==> src/rtl/latch_bist_pkg.sv <==
// Shared types and constants for the latch stimulus-and-check engine.
package latch_bist_pkg;

    typedef enum logic [2:0] {
        ST_IDLE   = 3'd0,
        ST_DRIVE  = 3'd1,
        ST_SETTLE = 3'd2,
        ST_CHECK  = 3'd3,
        ST_FINISH = 3'd4
    } state_t;

    // Taps b7, b5, b4, b3 of x^8+x^6+x^5+x^4+1.
    localparam logic [7:0] LFSR_TAPS = 8'hB8;
    localparam logic [7:0] ERR_MAX   = 8'hFF;

    function automatic logic [7:0] lfsr_next(input logic [7:0] v);
        return {v[6:0], ^(v & LFSR_TAPS)};
    endfunction

endpackage

==> src/rtl/latch_bist_lfsr8.sv <==
// 8-bit left-shifting Fibonacci LFSR with synchronous load and advance.
module lfsr8
    import latch_bist_pkg::*;
(
    input  logic       clk,
    input  logic       rst,
    input  logic       load,
    input  logic [7:0] seed,
    input  logic       adv,
    output logic [7:0] val
);

    logic [7:0] val_q;
    logic [7:0] val_d;

    always_comb begin
        val_d = val_q;
        if (load) begin
            val_d = seed;
        end else if (adv) begin
            val_d = lfsr_next(val_q);
        end
    end

    always_ff @(posedge clk) begin
        if (rst) begin
            val_q <= seed;
        end else begin
            val_q <= val_d;
        end
    end

    assign val = val_q;

endmodule

==> src/rtl/latch_bist.sv <==
// Drives pseudo-random enable/data vectors into a D latch and checks its q
// against a cycle-accurate reference model, counting mismatches.
module latch_bist
    import latch_bist_pkg::*;
#(
    parameter int         NUM_STEPS     = 16,
    parameter int         SETTLE_CYCLES = 1,
    parameter logic [7:0] SEED          = 8'hA5
) (
    input  logic       clk,
    input  logic       rst,
    input  logic       start,
    output logic       enb,
    output logic       d,
    input  logic       q,
    output logic       busy,
    output logic       done,
    output logic       pass,
    output logic [7:0] err_count
);

    localparam logic [7:0] SEED_EFF = (SEED == 8'h00) ? 8'h01 : SEED;
    localparam int STEP_W = (NUM_STEPS > 1) ? $clog2(NUM_STEPS) : 1;
    localparam int SET_W  = (SETTLE_CYCLES > 1) ? $clog2(SETTLE_CYCLES) : 1;
    localparam logic [STEP_W-1:0] LAST_STEP   = STEP_W'(NUM_STEPS - 1);
    localparam logic [SET_W-1:0]  LAST_SETTLE = SET_W'(SETTLE_CYCLES - 1);

    state_t            state_q, state_d;
    logic [STEP_W-1:0] step_q, step_d;
    logic [SET_W-1:0]  settle_q, settle_d;
    logic              enb_q, enb_d;
    logic              d_q, d_d;
    logic              model_q_q, model_q_d;
    logic              model_valid_q, model_valid_d;
    logic              busy_q, busy_d;
    logic              done_q, done_d;
    logic              pass_q, pass_d;
    logic [7:0]        err_q, err_d;

    logic       lfsr_load;
    logic       lfsr_adv;
    logic [7:0] lfsr_val;
    logic [5:0] lfsr_unused;

    assign lfsr_unused = lfsr_val[7:2];

    lfsr8 u_lfsr (
        .clk  (clk),
        .rst  (rst),
        .load (lfsr_load),
        .seed (SEED_EFF),
        .adv  (lfsr_adv),
        .val  (lfsr_val)
    );

    always_comb begin
        state_d       = state_q;
        step_d        = step_q;
        settle_d      = settle_q;
        enb_d         = enb_q;
        d_d           = d_q;
        model_q_d     = model_q_q;
        model_valid_d = model_valid_q;
        busy_d        = busy_q;
        done_d        = 1'b0;
        pass_d        = pass_q;
        err_d         = err_q;
        lfsr_load     = 1'b0;
        lfsr_adv      = 1'b0;

        case (state_q)
            ST_IDLE: begin
                busy_d    = 1'b0;
                lfsr_load = 1'b1;
                if (start) begin
                    state_d       = ST_DRIVE;
                    step_d        = '0;
                    err_d         = 8'h00;
                    pass_d        = 1'b0;
                    model_valid_d = 1'b0;
                end
            end
            ST_DRIVE: begin
                busy_d   = 1'b1;
                settle_d = '0;
                state_d  = ST_SETTLE;
                // Step 0 writes a known 0 so the latch starts from a defined value.
                if (step_q == '0) begin
                    enb_d = 1'b1;
                    d_d   = 1'b0;
                end else begin
                    enb_d    = lfsr_val[0];
                    d_d      = lfsr_val[1];
                    lfsr_adv = 1'b1;
                end
                if (enb_d) begin
                    model_q_d     = d_d;
                    model_valid_d = 1'b1;
                end
            end
            ST_SETTLE: begin
                if (settle_q == LAST_SETTLE) begin
                    state_d = ST_CHECK;
                end else begin
                    settle_d = settle_q + SET_W'(1);
                end
            end
            ST_CHECK: begin
                if (model_valid_q && (q != model_q_q) && (err_q != ERR_MAX)) begin
                    err_d = err_q + 8'd1;
                end
                if (step_q == LAST_STEP) begin
                    state_d = ST_FINISH;
                end else begin
                    step_d  = step_q + STEP_W'(1);
                    state_d = ST_DRIVE;
                end
            end
            ST_FINISH: begin
                done_d  = 1'b1;
                busy_d  = 1'b0;
                pass_d  = (err_q == 8'h00);
                enb_d   = 1'b0;
                d_d     = 1'b0;
                state_d = ST_IDLE;
            end
            default: begin
                state_d = ST_IDLE;
            end
        endcase
    end

    always_ff @(posedge clk) begin
        if (rst) begin
            state_q       <= ST_IDLE;
            step_q        <= '0;
            settle_q      <= '0;
            enb_q         <= 1'b0;
            d_q           <= 1'b0;
            model_q_q     <= 1'b0;
            model_valid_q <= 1'b0;
            busy_q        <= 1'b0;
            done_q        <= 1'b0;
            pass_q        <= 1'b0;
            err_q         <= 8'h00;
        end else begin
            state_q       <= state_d;
            step_q        <= step_d;
            settle_q      <= settle_d;
            enb_q         <= enb_d;
            d_q           <= d_d;
            model_q_q     <= model_q_d;
            model_valid_q <= model_valid_d;
            busy_q        <= busy_d;
            done_q        <= done_d;
            pass_q        <= pass_d;
            err_q         <= err_d;
        end
    end

    assign enb       = enb_q;
    assign d         = d_q;
    assign busy      = busy_q;
    assign done      = done_q;
    assign pass      = pass_q;
    assign err_count = err_q;

endmodule

==> config.mk <==
export PLATFORM = sky130hd
export DESIGN_NAME = latch_bist
export DESIGN_NICKNAME = d
export VERILOG_FILES = /design/src/rtl/latch_bist_pkg.sv /design/src/rtl/latch_bist_lfsr8.sv /design/src/rtl/latch_bist.sv
export SDC_FILE = /design/constraint.sdc
export NUM_CORES = 1
export LEC_CHECK = 0
export BUFFER_PORTS_ARGS = -buffer_cell sky130_fd_sc_hd__buf_2
export CAP_MARGIN = 25
export CORE_MARGIN = 2
export CORE_UTILIZATION = 55
export DETAILED_ROUTE_END_ITERATION = 7
export PLACE_DENSITY = 0.81
export REMOVE_ABC_BUFFERS = 1
export SLEW_MARGIN = 20
export SYNTH_ARGS = -nofsm -noshare
export SYNTH_HDL_FRONTEND = slang
export SYNTH_SLANG_ARGS = --single-unit
==> constraint.sdc <==
create_clock -name clk -period 1.7 [get_ports clk]
set_clock_uncertainty 0.15 [all_clocks]
set_input_delay 0.34 -clock clk [delete_from_list [all_inputs] [get_ports clk]]
set_output_delay 0.34 -clock clk [all_outputs]
set_load 0.02 [all_outputs]
## Word-level counts from Yosys, hierarchy flattened

Index checks and enable logic that the tools add are counted.

- RAM bits: 0
- Output and inout port bits: 13
- Logic and storage cells: 73
- Register bits: 31
- Latch bits: 0
- Memory bits (read-only): 0
- Memories kept: 0
- Bits of input ports: 4

- Multiply operators: 0
- Shift operators: 0
- Reduce and logical (&&, ||, !) cells: 20
- Bitwise operators: 0
- Muxes and demuxes: 26
- Add/sub/neg operators: 3
- Order comparisons: 0
- Div/mod/pow operators: 0
- Equality and inequality tests: 12

Operators with widths:

| cell | number |
|---|---|
| $mux W8 | 2 |
| $pmux W8 S2 | 1 |
| $pmux W1 S2 | 6 |
| $pmux W3 S4 | 1 |
| $reduce_bool A2 Y1 | 6 |
| $mux W1 | 10 |
| $ne A2 B2 Y1 const B | 5 |
| $mux W3 | 3 |
| $reduce_and A3 Y1 | 3 |
| $add A8 B1 Y8 const B | 1 |
| $logic_not A8 Y1 | 1 |
| $mux W4 | 2 |
| $ne A8 B8 Y1 const B | 1 |
| $pmux W4 S2 | 1 |
| $reduce_xor A8 Y1 | 1 |
| $eq A3 B2 Y1 const B | 2 |
| $reduce_and A2 Y1 | 3 |
| $add A4 B1 Y4 const B | 1 |
| $eq A4 B4 Y1 const B | 1 |
| $logic_not A4 Y1 | 1 |
| $reduce_or A2 Y1 | 2 |
| $eq A3 B1 Y1 const B | 1 |
| $eq A3 B3 Y1 const B | 1 |
| $logic_not A3 Y1 | 1 |
| other kinds (3) | 4 |

## Depth between registers and ports, before layout

- Word-level depth: 5
- Mapped depth: 7
- Mapped depth without buffers: 6

## Modules after synthesis

From an unflattened synthesis, not the netlist that was laid out.

- Cells, all modules: 163
- Area total of the unflattened synthesis: 1554.0 um2

By module, submodules not included:

| module | instances | sequential area each (um2) | area each (um2) | cells an instance |
|---|---|---|---|---|
| latch_bist | 1 | 440.4 | 1181.1 | 141 |
| lfsr8 | 1 | 240.2 | 372.9 | 22 |

## Worst setup path after synthesis

OpenSTA, ideal clock, no wires.

- Kind: reg-to-reg
- Start: reg err_q[0] (netlist: err_count[0])
- End: reg err_q[3] (netlist: err_count[3])
- Cell stages (with the launch flop): 7
- Library setup time: 0.059 ns
- Data required time: 1.491 ns
- Slack: -0.081 ns
- Arrival: 1.572 ns
- Buffers on the path: 1
- Period minus slack after synthesis: 1.781 ns
- Cells stage by stage: dfxtp_1 ha_1 nand3_1 o2111ai_4 nor2b_4 buf_6 o22a_1

- Longest elaborated chain between the ends: 4
- Elaborated cells between the ends (all ways): 7
- Classes of those cells: add/sub (1); eq/ne (2); mux (2); reduce/logical (2)

RTL lines:

| element | RTL line | source |
|---|---|---|
| start: declaration | latch_bist.sv:38 | `logic [7:0] err_q, err_d;` |
| start signal: assignment | latch_bist.sv:157 | `err_q <= err_d;` |
| branches (longest 4 deep; another with $add A8 B1 Y8) | n/a |  |

Parallel ways; which one is timed is not known. The select of a mux whose other input is x is not followed.
A chain may end at the register's enable or synchronous reset.

## Worst setup path after layout

- Start: reg step_q[1]
- End: reg step_q[0]

- Longest elaborated chain between the ends: 3

RTL lines:

| element | RTL line | source |
|---|---|---|
| start: declaration | latch_bist.sv:29 | `logic [STEP_W-1:0] step_q, step_d;` |
| start signal: assignment | latch_bist.sv:148 | `step_q <= step_d;` |
| $eq A4 B4 Y1 | latch_bist.sv:112 | `if (step_q == LAST_STEP) begin` |
| $ne A2 B2 Y1 (no line) | n/a |  |
| $reduce_and A3 Y1 (no line) | n/a |  |

No other way between the ends.

==> metrics.cfg <==
[clock_tree]
cts_made_buffers=5
root_buffer=clkbuf_4
cts.sinks=30
htree_levels=2
cts_tree=yes
worstSkewPairLatency_ns=0.33
cts_buffer_depth=2
cts_hold_buf=0
clk_pin_slew_ns=0.10

[logic_synthesis]
synthXorXnorAreaFrac_pct=4.25
ys_seq_elements=30
yosysUniqueCellTypes=36
synth_simple_gate_area_share_pct=27.5
synth-async-reset-ratio_pct=0
synth.avg_cell_area_um2=8.70
syn_area_um2=1440
synthMuxAreaShare_pct=0
synth_cells=166
ys_seq_area_share_pct=41.6
synth_compound_area_share_pct=18.0
synth_fa_ha_area_share_pct=3.47
dominantRegCellSynth=dfxtp_1
ys_warn_count=0
synth_top_family_by_area=simple AND/OR/NAND/NOR gates
synth-edff-count=0

[timing]
finalSetupViolCount=0
fin_ws_ns=0.0316
hold_viol_final=0
fmax_mhz=599
timing.final.crit_share_pct=98.1
drv_slew=0
relSlewSlack_pct=64.7
finalCriticalPeriod_ns=1.67
whs_ns=0.198
worstMarginPinSlew_ns=0.523

[placed_design]
dp_hpwl_um=2440
portBuffers=16
place_area_um2=1630
routabilityCongestion=0.835
place_ws_ns=-0.0432

[die]
fp-row-count=18
initial_utilization_pct=58.3
die_w_um=55.2
io_pins=17
die_height_um=55.2
core_um2=2480
die_area_um2=3050

[power]
vdd_drop_max_uv=735
finalPower_w=0.00140
power_density_nw_per_um2=777
leakagePower_nw=0.725

[drt]
dr.pass1.iters=4
drc=0
wl_per_cell_um=15.9
wl_met2_um=1960
topRoutingLayerUsed=met4
wl_met1_um=1480
wirelength_um=3760
ant_nets=0
wl_met3_um=266
route.vias.total=1443
viasPerCell=6.09
drtIter0Drc=79

[critical_path]
cp_data_arrival_time_ns=1.73
required_ns=1.77
crit_path_start_kind=register
cp-end-kind=register
critical_path_class=register to register
cp_max_fo=6

[run_status]
run_status=finished clean

[global_route]
grt_pass1_wl_um=5590
grt_overflow_total=0
grt_use_total_pct=23.3
antenna_found_initial=0
grt_pass1_vias=1280
grt_max_degree=13

[final_layout]
nets=214
post-route-cell-area_um2=1800
syn_to_final_growth_pct=24.9
antenna_cells=0
utilization_pct=72.8
final_layout_size_suffix_gt1_share_pct=31.9

[job]
maxCapViolCount=0

[min_path]
hold_path_class=primary input to register

[final timing paths]
check / startpoint / endpoint / slack, ns / cells past startpoint
setup / recovery: step_q[1] / step_q[0] / 0.03 / 6
hold / removal: rst / step_q[1] / 0.20 / 2
setup reg to reg: step_q[1] / step_q[0] / 0.03 / 6
hold reg to reg: u_lfsr.val[6] / u_lfsr.val[6] / 0.33 / 2
[placed cells by master, fill, tap and decap left out, drive strengths merged, types with 3 or more instances in the layout]
cell and count:
o21ai 9, nor4b 3, nor3 6, inv 6, dfxtp 30, a21oi 14, buf 40, a21o 3
o22a 5, clkbuf 7, nor2 9, xnor2 6, or2 3, nand3 9, nand2 26, ha 4
o211ai 3, nor4 3
[cell families (layout without fill, tap and decap cells)]
kind of cell               Yosys count  after routing
AOI/OAI and AO/OA                   38             39
and+or+nand+nor                     73             73
xor gates and xnor gates             7              7
DFF                                 30             30
adders and majority gates            4              4
buffers and inverters               14             54
[cell type report]
| type | instances | area (um2) |
|---|---|---|
| clock inverter | 1 | 5.00 |
| inverter | 6 | 22.5 |
| timing repair buffer | 40 | 260 |
| sequential | 30 | 604 |
| tap | 30 | 37.5 |
| multi-input combinational | 123 | 818 |
| fill | 191 | 674 |
| clock buffer | 7 | 55.1 |
[per-stage QoR]
step / instances / setup TNS [ns]
2_1_floorplan: 158 / -0.371
3_3_place_gp: 220 / 0
3_5_place_dp: 220 / -0.0432
4_1_cts: 229 / 0
5_1_grt: 237 / -0.0892
6_report: 237 / 0
[metal layers]
layer | vias to the layer above | global-route usage [%]
met5 | - | 0
met2 | 69 | 39.5
met4 | 0 | 13.6
li1 | 670 | -
met1 | 694 | 26.0
met3 | 10 | 6.09
[cell usage after synthesis, drive strengths merged (4+ instances only)]
library cell,instances,area [um2]
o21ai,9,45.0
o22a,5,43.8
nand2,26,97.6
inv,6,22.5
nand3,9,45.0
ha,4,50.1
a21oi,14,73.8
xnor2,6,52.6
buf,6,45.0
nor3,6,30.0
dfxtp,30,601
nor2,9,33.8
[registers in the layout (all words and copies together), names as in the netlist]
signal and flops:
busy 1, d 1, done 1, enb 1, err_count 8, model_q_q 1
model_valid_q 1, pass 1, state_q 3, step_q 4, u_lfsr.val 8
[what timing repair did]
action / 4_1_cts / 5_1_grt
endpoints found under the hold margin: 0 / 0
gates resized for setup: 1 / 10
setup buffers: 1 / 7
setup endpoints to repair: 2 / 20
gates cloned: 0 / 1
pin swaps: 1 / 5
[report_power, final]
part	total [W]	internal [W]	switching, W
clock network	0.000446	0.000200	0.000246
logic	0.000214	0.0000944	0.000120
registers	0.000741	0.000723	0.0000183
total	0.00140	0.00102	0.000384
[critical path, cell delays in order (launching register included)]
cell     delay [ns]
dfxtp_2        0.37
ha_1           0.22
nand3_1        0.18
a21oi_2        0.29
buf_4          0.16
xnor2_1        0.11
nor2_1         0.07
Power figures use the tool's default switching activity.
